--- config.mk ---
export PLATFORM = sky130hd
export DESIGN_NAME = serial_subtractor
export DESIGN_NICKNAME = d
export VERILOG_FILES = /design/src/rtl/serial_subtractor.sv
export SDC_FILE = /design/constraint.sdc
export NUM_CORES = 1
export LEC_CHECK = 0
export CORE_MARGIN = 10
export CORE_UTILIZATION = 46
export CTS_CLUSTER_DIAMETER = 100
export CTS_CLUSTER_SIZE = 12
export DETAILED_ROUTE_END_ITERATION = 7
export PLACE_DENSITY = 0.81
export SLEW_MARGIN = 20
export SYNTH_ARGS = -nofsm -noshare
export SYNTH_HDL_FRONTEND = slang
export SYNTH_SLANG_ARGS = --single-unit
export TNS_END_PERCENT = 50
--- constraint.sdc ---
create_clock -name clk -period 1.2 [get_ports clk]
set_input_delay 0.24 -clock clk [delete_from_list [all_inputs] [get_ports clk]]
set_output_delay 0.24 -clock clk [all_outputs]
set_load 0.02 [all_outputs]
--- src/rtl/serial_subtractor.sv ---
// serial_subtractor: bit-serial unsigned A - B, LSB first, one bit per clock.
// A single 1-bit subtract cell with a registered borrow walks WIDTH bits
// through shift registers; a start/done handshake frames each operation.
module serial_subtractor #(
  parameter int WIDTH = 8
) (
  input  logic             clk,
  input  logic             rst,
  input  logic             start,
  input  logic [WIDTH-1:0] a,
  input  logic [WIDTH-1:0] b,
  output logic             busy,
  output logic             done,
  output logic [WIDTH-1:0] diff,
  output logic             borrow_out
);

  // Counter only needs to reach WIDTH-1; the FSM leaves SHIFT before it wraps.
  localparam int CW = (WIDTH > 1) ? $clog2(WIDTH) : 1;
  localparam logic [CW-1:0] CNT_LAST = CW'(WIDTH - 1);
  localparam logic [CW-1:0] CNT_ZERO = {CW{1'b0}};
  localparam logic [WIDTH-1:0] W_ZERO = {WIDTH{1'b0}};

  typedef enum logic [1:0] {
    S_IDLE  = 2'd0,
    S_SHIFT = 2'd1,
    S_DONE  = 2'd2
  } state_t;

  state_t           r_state;
  state_t           w_state_next;
  logic [WIDTH-1:0] r_sa;
  logic [WIDTH-1:0] r_sb;
  logic [WIDTH-1:0] r_sr;
  logic             r_br;
  logic [CW-1:0]    r_cnt;
  logic [WIDTH-1:0] r_diff;
  logic             r_borrow;

  logic             w_d;
  logic             w_br_next;
  logic [WIDTH-1:0] w_sr_next;
  logic             w_last;

  // Full-subtract cell: returns {borrow_next, difference} for x - y - bin.
  function automatic logic [1:0] sub_cell(input logic x, input logic y, input logic bin);
    logic d;
    logic bo;
    d  = x ^ y ^ bin;
    bo = (~x & y) | (~(x ^ y) & bin);
    return {bo, d};
  endfunction

  // Datapath combinational terms for the current shift step.
  always_comb begin
    w_d       = 1'b0;
    w_br_next = 1'b0;
    {w_br_next, w_d} = sub_cell(r_sa[0], r_sb[0], r_br);
    w_sr_next = {w_d, r_sr[WIDTH-1:1]};
    w_last    = (r_cnt == CNT_LAST);
  end

  // Next-state decode; start is only honoured from IDLE.
  always_comb begin
    w_state_next = r_state;
    case (r_state)
      S_IDLE: begin
        if (start) begin
          w_state_next = S_SHIFT;
        end else begin
          w_state_next = S_IDLE;
        end
      end
      S_SHIFT: begin
        if (w_last) begin
          w_state_next = S_DONE;
        end else begin
          w_state_next = S_SHIFT;
        end
      end
      S_DONE:  w_state_next = S_IDLE;
      default: w_state_next = S_IDLE;
    endcase
  end

  // State register with synchronous reset.
  always_ff @(posedge clk) begin
    if (rst) begin
      r_state <= S_IDLE;
    end else begin
      r_state <= w_state_next;
    end
  end

  // Operand/result shifting, borrow flop, counter and result capture.
  always_ff @(posedge clk) begin
    if (rst) begin
      r_sa     <= W_ZERO;
      r_sb     <= W_ZERO;
      r_sr     <= W_ZERO;
      r_br     <= 1'b0;
      r_cnt    <= CNT_ZERO;
      r_diff   <= W_ZERO;
      r_borrow <= 1'b0;
    end else begin
      case (r_state)
        S_IDLE: begin
          if (start) begin
            r_sa  <= a;
            r_sb  <= b;
            r_sr  <= W_ZERO;
            r_br  <= 1'b0;
            r_cnt <= CNT_ZERO;
          end
        end
        S_SHIFT: begin
          r_sa  <= {1'b0, r_sa[WIDTH-1:1]};
          r_sb  <= {1'b0, r_sb[WIDTH-1:1]};
          r_sr  <= w_sr_next;
          r_br  <= w_br_next;
          r_cnt <= r_cnt + {{(CW-1){1'b0}}, 1'b1};
          if (w_last) begin
            r_diff   <= w_sr_next;
            r_borrow <= w_br_next;
          end
        end
        S_DONE: begin
          r_cnt <= CNT_ZERO;
        end
        default: begin
          r_cnt <= CNT_ZERO;
        end
      endcase
    end
  end

  // Handshake flags decode straight from the state register, so they are glitch-free.
  assign busy       = (r_state == S_SHIFT);
  assign done       = (r_state == S_DONE);
  assign diff       = r_diff;
  assign borrow_out = r_borrow;

endmodule

==> results.txt, run 1 <==
status = finished with violations
failing checks = negative setup slack
P_leak = 0.0009981 uW
Placed Instances = 242
Worst-Margin Slew = 0.3395 ns
Synth area leaders = dfxtp_1 47%, a211oi_2 11%, mux2i_1 9.3%
die width = 79.35 um
drt first-iter violations = 68
Fin Setup TNS = -2.491 ns
WL final = 4.748 mm
vias = 1453
FP Rows = 21
# diodes = 0
syn nets = 185
sequential share of the synthesized area = 46.95%
Worst slew margin = 77.31%
Gate power share = 19.7%
FMAX = 744.2 MHz
Synth-to-Final Area Change = 58.61%
Port Buffers = 29
Ys Warns = 0
Async S/R FF share, synth = 0%
clock share of power = 30.9%
Setup crit end kind = flop
Routability Congestion = 0.7761
Post-synth EDFFs = 0
WS Path Type = flop to flop
Pint = 2054 uW
P per Cell Area = 1084 mW/mm^2
Met1 Wirelength = 1.939 mm
met3 WL = 241 um
final core occ = 76.41%
Synth Register Bits = 38
largest net degree at the start of global routing = 20
met2 WL = 2.476 mm
cts-stage hold buffer count = 0
Synth Area per Inst = 9.941 um^2
Net Sw Frac = 26.30%
Mapped Area = 0.001620 mm^2
Setup crit start = r_sb[0]
data arrival time of the worst path = 1.59 ns
Setup Viol. Count Final = 35
Mapped Cells = 163
Worst Hold Launch = diff[1]
clk_skew = 0.02085 ns
Initial Utilization = 48.18%
CP required = 1.45 ns
core area = 0.003363 mm^2
Residual DRC = 0
Critical Path Source Type = flop
I/O pins = 30
drt pass-1 iters = 4
RSZ-0062 raised after global routing = true
Main synth FF type = dfxtp_1
Global Route Usage Sum = 14.14%
DRT antenna net count = 0
pre-CTS setup slack = -0.3085 ns
path depth of the worst reg2reg path = 4
Die Height = 79.35 um
CTS H-Tree Depth = 2
part of the power in registers = 49.4%
# clock sinks = 38
CP max FO = 2
CTS tree = done
Critical R2R Launch = r_sb[0]
synth unique cells = 25
hold depth = 2
hold crit path type = flop to flop
initial antenna violation count = 0
leading area contributor after synthesis = dfxtp_1
first-pass GRT wire length = 6.975 mm
Switch Pwr = 732.8 uW
vias per std cell = 5.483
Slew Limit Fails = 0
Synth top area share = 46.95%
clock latency at the later pin of the worst-skew pair = 0.36 ns
layout cells sized above 1 = 53.88%
final setup margin = -0.1437 ns
clock-pin slew on the worst setup and hold paths = 0.11 ns
nets = 240
Post-Layout Cell Count = 265
WL/cell = 17.92 um
die footprint = 0.006296 mm^2
Peak VDD IR = 0.8443 mV
Num CTS Buffers = 5
Hold Fails Final Rpt = 0
DP Wirelength = 2.561 mm
Period Utilization, post-route = 112.0%
Congestion Overflow GR = 0
highest metal used = met4
clk root buf = clkbuf_4
max cap viols = 0
clock buffer depth = 2
vias in the first global route = 1451
fin crit period = 1.344 ns
-- synthesized netlist by cell type (3+ instances only) --
cell type,instances
a21oi_1,11
buf_6,3
nor2_1,26
buf_2,4
mux2i_1,15
a211oi_2,14
dfxtp_1,38
nor3_1,3
nand2_1,17
clkbuf_1,3
a22oi_1,9
nor3b_1,3
-- critical path, stage by stage (launching register included) --
cell     delay, ns
dfxtp_2       0.37
inv_1         0.06
fa_1          0.50
a22oi_1       0.25
nor2_1        0.07
-- path summary, 6_finish.rpt --
| path | end | slack, ns |
|---|---|---|
| worst max-delay path | r_sr[7] | -0.14 |
| worst min-delay path | diff[1] | 0.47 |
| worst max register to register | r_sr[7] | -0.14 |
| worst min register to register | diff[1] | 0.47 |
-- power groups by stage --
stage | clock network (uW) | logic [uW] | registers [uW]
after floorplan | 0 | 235 | 1370
after global placement | 0 | 342 | 1370
after detailed placement | 0 | 357 | 1380
after CTS | 857 | 476 | 1360
after global routing | 913 | 581 | 1380
final | 862 | 549 | 1380
-- area by class of cell --
class / count / area [um^2]
Tap cell: 46 / 57.56
Clock buffer: 5 / 37.54
Multi-Input combinational cell: 110 / 1027
Inverter: 2 / 7.507
Sequential cell: 38 / 767.0
Clock inverter: 3 / 40.04
Timing Repair Buffer: 61 / 633.1
Fill cell: 212 / 793.3
-- layer usage --
layer	up-vias	GRT usage [%]
met4	0	5.018
met1	716	14.78
met5	-	0
met3	10	5.518
li1	687	-
met2	40	25.12
-- cell usage in the layout, fill, tap and decap left out, types with 2 or more instances in the layout --
cell / n
a211oi_2: 14
a21oi_1: 5
a21oi_2: 6
a22oi_2: 8
buf_12: 3
buf_16: 3
buf_2: 9
buf_4: 19
buf_6: 6
buf_8: 2
clkbuf_4: 5
clkdlybuf4s50_1: 18
clkinv_2: 2
dfxtp_1: 33
dfxtp_2: 5
ha_4: 2
inv_1: 2
mux2i_1: 12
mux2i_2: 3
nand2_1: 12
nand2_2: 3
nand2_4: 2
nor2_1: 11
nor2_2: 5
nor2_4: 10
nor3_1: 3
nor3b_2: 3
-- sequential cells by signal (all words and copies together), names as in the netlist --
signal      flops
diff            8
r_sa            8
r_sb            8
r_sr            7
r_cnt           3
r_state         2
borrow_out      1
r_br            1
-- cells by family (layout without fill, tap and decap cells) --
| logic type | after synthesis | count (layout) | synth area share [%] |
|---|---|---|---|
| simple gates | 54 | 54 | 14.44 |
| compound gates | 38 | 38 | 20.69 |
| flops | 38 | 38 | 46.95 |
| mux | 15 | 15 | 9.266 |
| buf+inv | 15 | 71 | 5.869 |
| fa+ha+maj | 3 | 3 | 2.780 |
-- stage by stage --
step	total power (uW)	area [um^2]	hold WS, ns
floorplan	1603	1648	0.3883
global placement	1715	2044	0.4436
detailed placement	1733	2044	0.4546
CTS	2696	2399	0.4705
global route	2876	2570	0.4916
finish	2787	2570	0.4718
-- timing repair --
item	4_1_cts	5_1_grt
setup endpoints to repair	37	41
pin swaps	15	17
setup buffers	5	6
resized for setup	93	35
cloned	4	1
Note: power is estimated with default switching activity, not from simulation.
==> run 2: changes to the inputs <==
- CORE_MARGIN: 10 -> 5
==> run 2 against run 1 <==
Effect of this change:
- the flow still finishes with violations (negative setup slack)
- first-iteration DRC count fell by 22%
- total power is 9.7% lower
- setup slack gained 0.029 ns
- maximum frequency increased by 2.2%
- non-clock buffer count down 10
- sequential share of layout area up 3.0 points
- critical path depth down 1
- count of clock-buffer cells in the layout increased by 1
- combinational power down 18%
- clock skew down 0.011 ns
- cell area decreased by 8.7%
- die area down 24%
- critical path type is now flop to primary output
==> results.txt, run 2 (same netlist as run 1, synthesis figures left out) <==
path depth of the worst reg2reg path = 6
Net Sw Frac = 26.97%
Worst-Margin Slew = 0.3247 ns
vias per std cell = 5.365
Residual DRC = 0
Gate power share = 17.8%
Hold Fails Final Rpt = 0
Port Buffers = 29
part of the power in registers = 54.2%
Slew Limit Fails = 0
FMAX = 760.7 MHz
status = finished with violations
clock latency at the later pin of the worst-skew pair = 0.35 ns
clk root buf = clkbuf_4
pre-CTS setup slack = -0.3738 ns
drt pass-1 iters = 4
Critical Path Source Type = flop
initial antenna violation count = 0
Initial Utilization = 48.18%
Global Route Usage Sum = 15.91%
Routability Congestion = 0.7816
WL/cell = 16.08 um
final setup margin = -0.1146 ns
largest net degree at the start of global routing = 20
Num CTS Buffers = 5
Worst slew margin = 77.73%
clock share of power = 28.0%
drt first-iter violations = 53
failing checks = negative setup slack
CTS H-Tree Depth = 2
vias in the first global route = 1337
FP Rows = 21
first-pass GRT wire length = 6.113 mm
nets = 230
P per Cell Area = 1072 mW/mm^2
Setup crit end kind = primary output
Post-Layout Cell Count = 255
DRT antenna net count = 0
final core occ = 69.79%
Period Utilization, post-route = 109.5%
Die Height = 69.35 um
P_leak = 0.0009300 uW
CTS tree = done
clock-pin slew on the worst setup and hold paths = 0.11 ns
die footprint = 0.004809 mm^2
Congestion Overflow GR = 0
Synth-to-Final Area Change = 44.86%
layout cells sized above 1 = 45.93%
Setup Viol. Count Final = 24
DP Wirelength = 2.550 mm
die width = 69.35 um
hold crit path type = primary input to flop
I/O pins = 30
RSZ-0062 raised after global routing = true
Peak VDD IR = 0.7784 mV
Placed Instances = 240
core area = 0.003363 mm^2
clock buffer depth = 2
CP required = 0.96 ns
WS Path Type = flop to primary output
clk_skew = 0.009585 ns
# clock sinks = 38
CP max FO = 3
fin crit period = 1.315 ns
Switch Pwr = 678.6 uW
WL final = 4.100 mm
Pint = 1837 uW
# diodes = 0
vias = 1368
max cap viols = 0
data arrival time of the worst path = 1.07 ns
commonest non-fill, non-tap cell in the layout = dfxtp_1
hold depth = 3
most frequent cells in the layout = 33 x dfxtp_1, 17 x clkdlybuf4s50_1, 16 x nor2_1
run 2: area by class of cell:
cell class / instances / area (um^2)
inverters: 2 / 7.507
fillers: 260 / 1016
clock inverters: 2 / 12.51
flip-flops and latches: 38 / 772.0
repair buffers: 51 / 500.5
clock buffers: 6 / 51.30
multi-input cells: 110 / 945.9
well taps: 46 / 57.56
run 2: metrics by stage:
stage	total power (uW)	setup TNS (ns)	hold WS (ns)	instance area (um^2)
after floorplan	1603	0	0.3883	1648
after global placement	1711	-7.922	0.4426	2029
after detailed placement	1732	-9.960	0.4477	2029
after CTS	2467	-2.543	0.4632	2178
after global routing	2626	-2.903	0.3539	2347
final	2516	-1.518	0.3305	2347
run 2: worst paths after layout:
kind	start	endpoint	slack [ns]
worst max-delay path	r_state[0]	done	-0.11
worst min register to register	r_br	r_br	0.46
worst max register to register	r_cnt[1]	borrow_out	-0.11
worst min-delay path	start	r_state[0]	0.33
run 2: power groups by stage:
stage | Clock (uW) | Sequential (uW) | Combinational, uW
floorplan | 0 | 1370 | 235
global placement | 0 | 1370 | 337
detailed placement | 0 | 1380 | 353
CTS | 716 | 1350 | 401
global route | 772 | 1370 | 484
finish | 705 | 1360 | 448
run 2: per-layer routing:
metal  vias up  part of all wire [%]  global-route usage, %
li1        663                     -                      -
met1       655                    43                  19.08
met2        36                    50                  25.32
met3        14                   3.9                  4.638
met4         0                   3.0                  8.894
met5         -                     0                      0
run 2: repair_timing:
item,CTS,global route
hold buffers,0,0
cloned,1,1
pin swaps,1,22
endpoints found under the setup margin,45,38
gates resized for setup,59,50
buffers inserted,5,2
run 2: critical path, cell delays in order, from the launching register on:
cell	delay, ns
dfxtp_4	0.38
buf_6	0.12
nor2b_4	0.10
buf_6	0.12
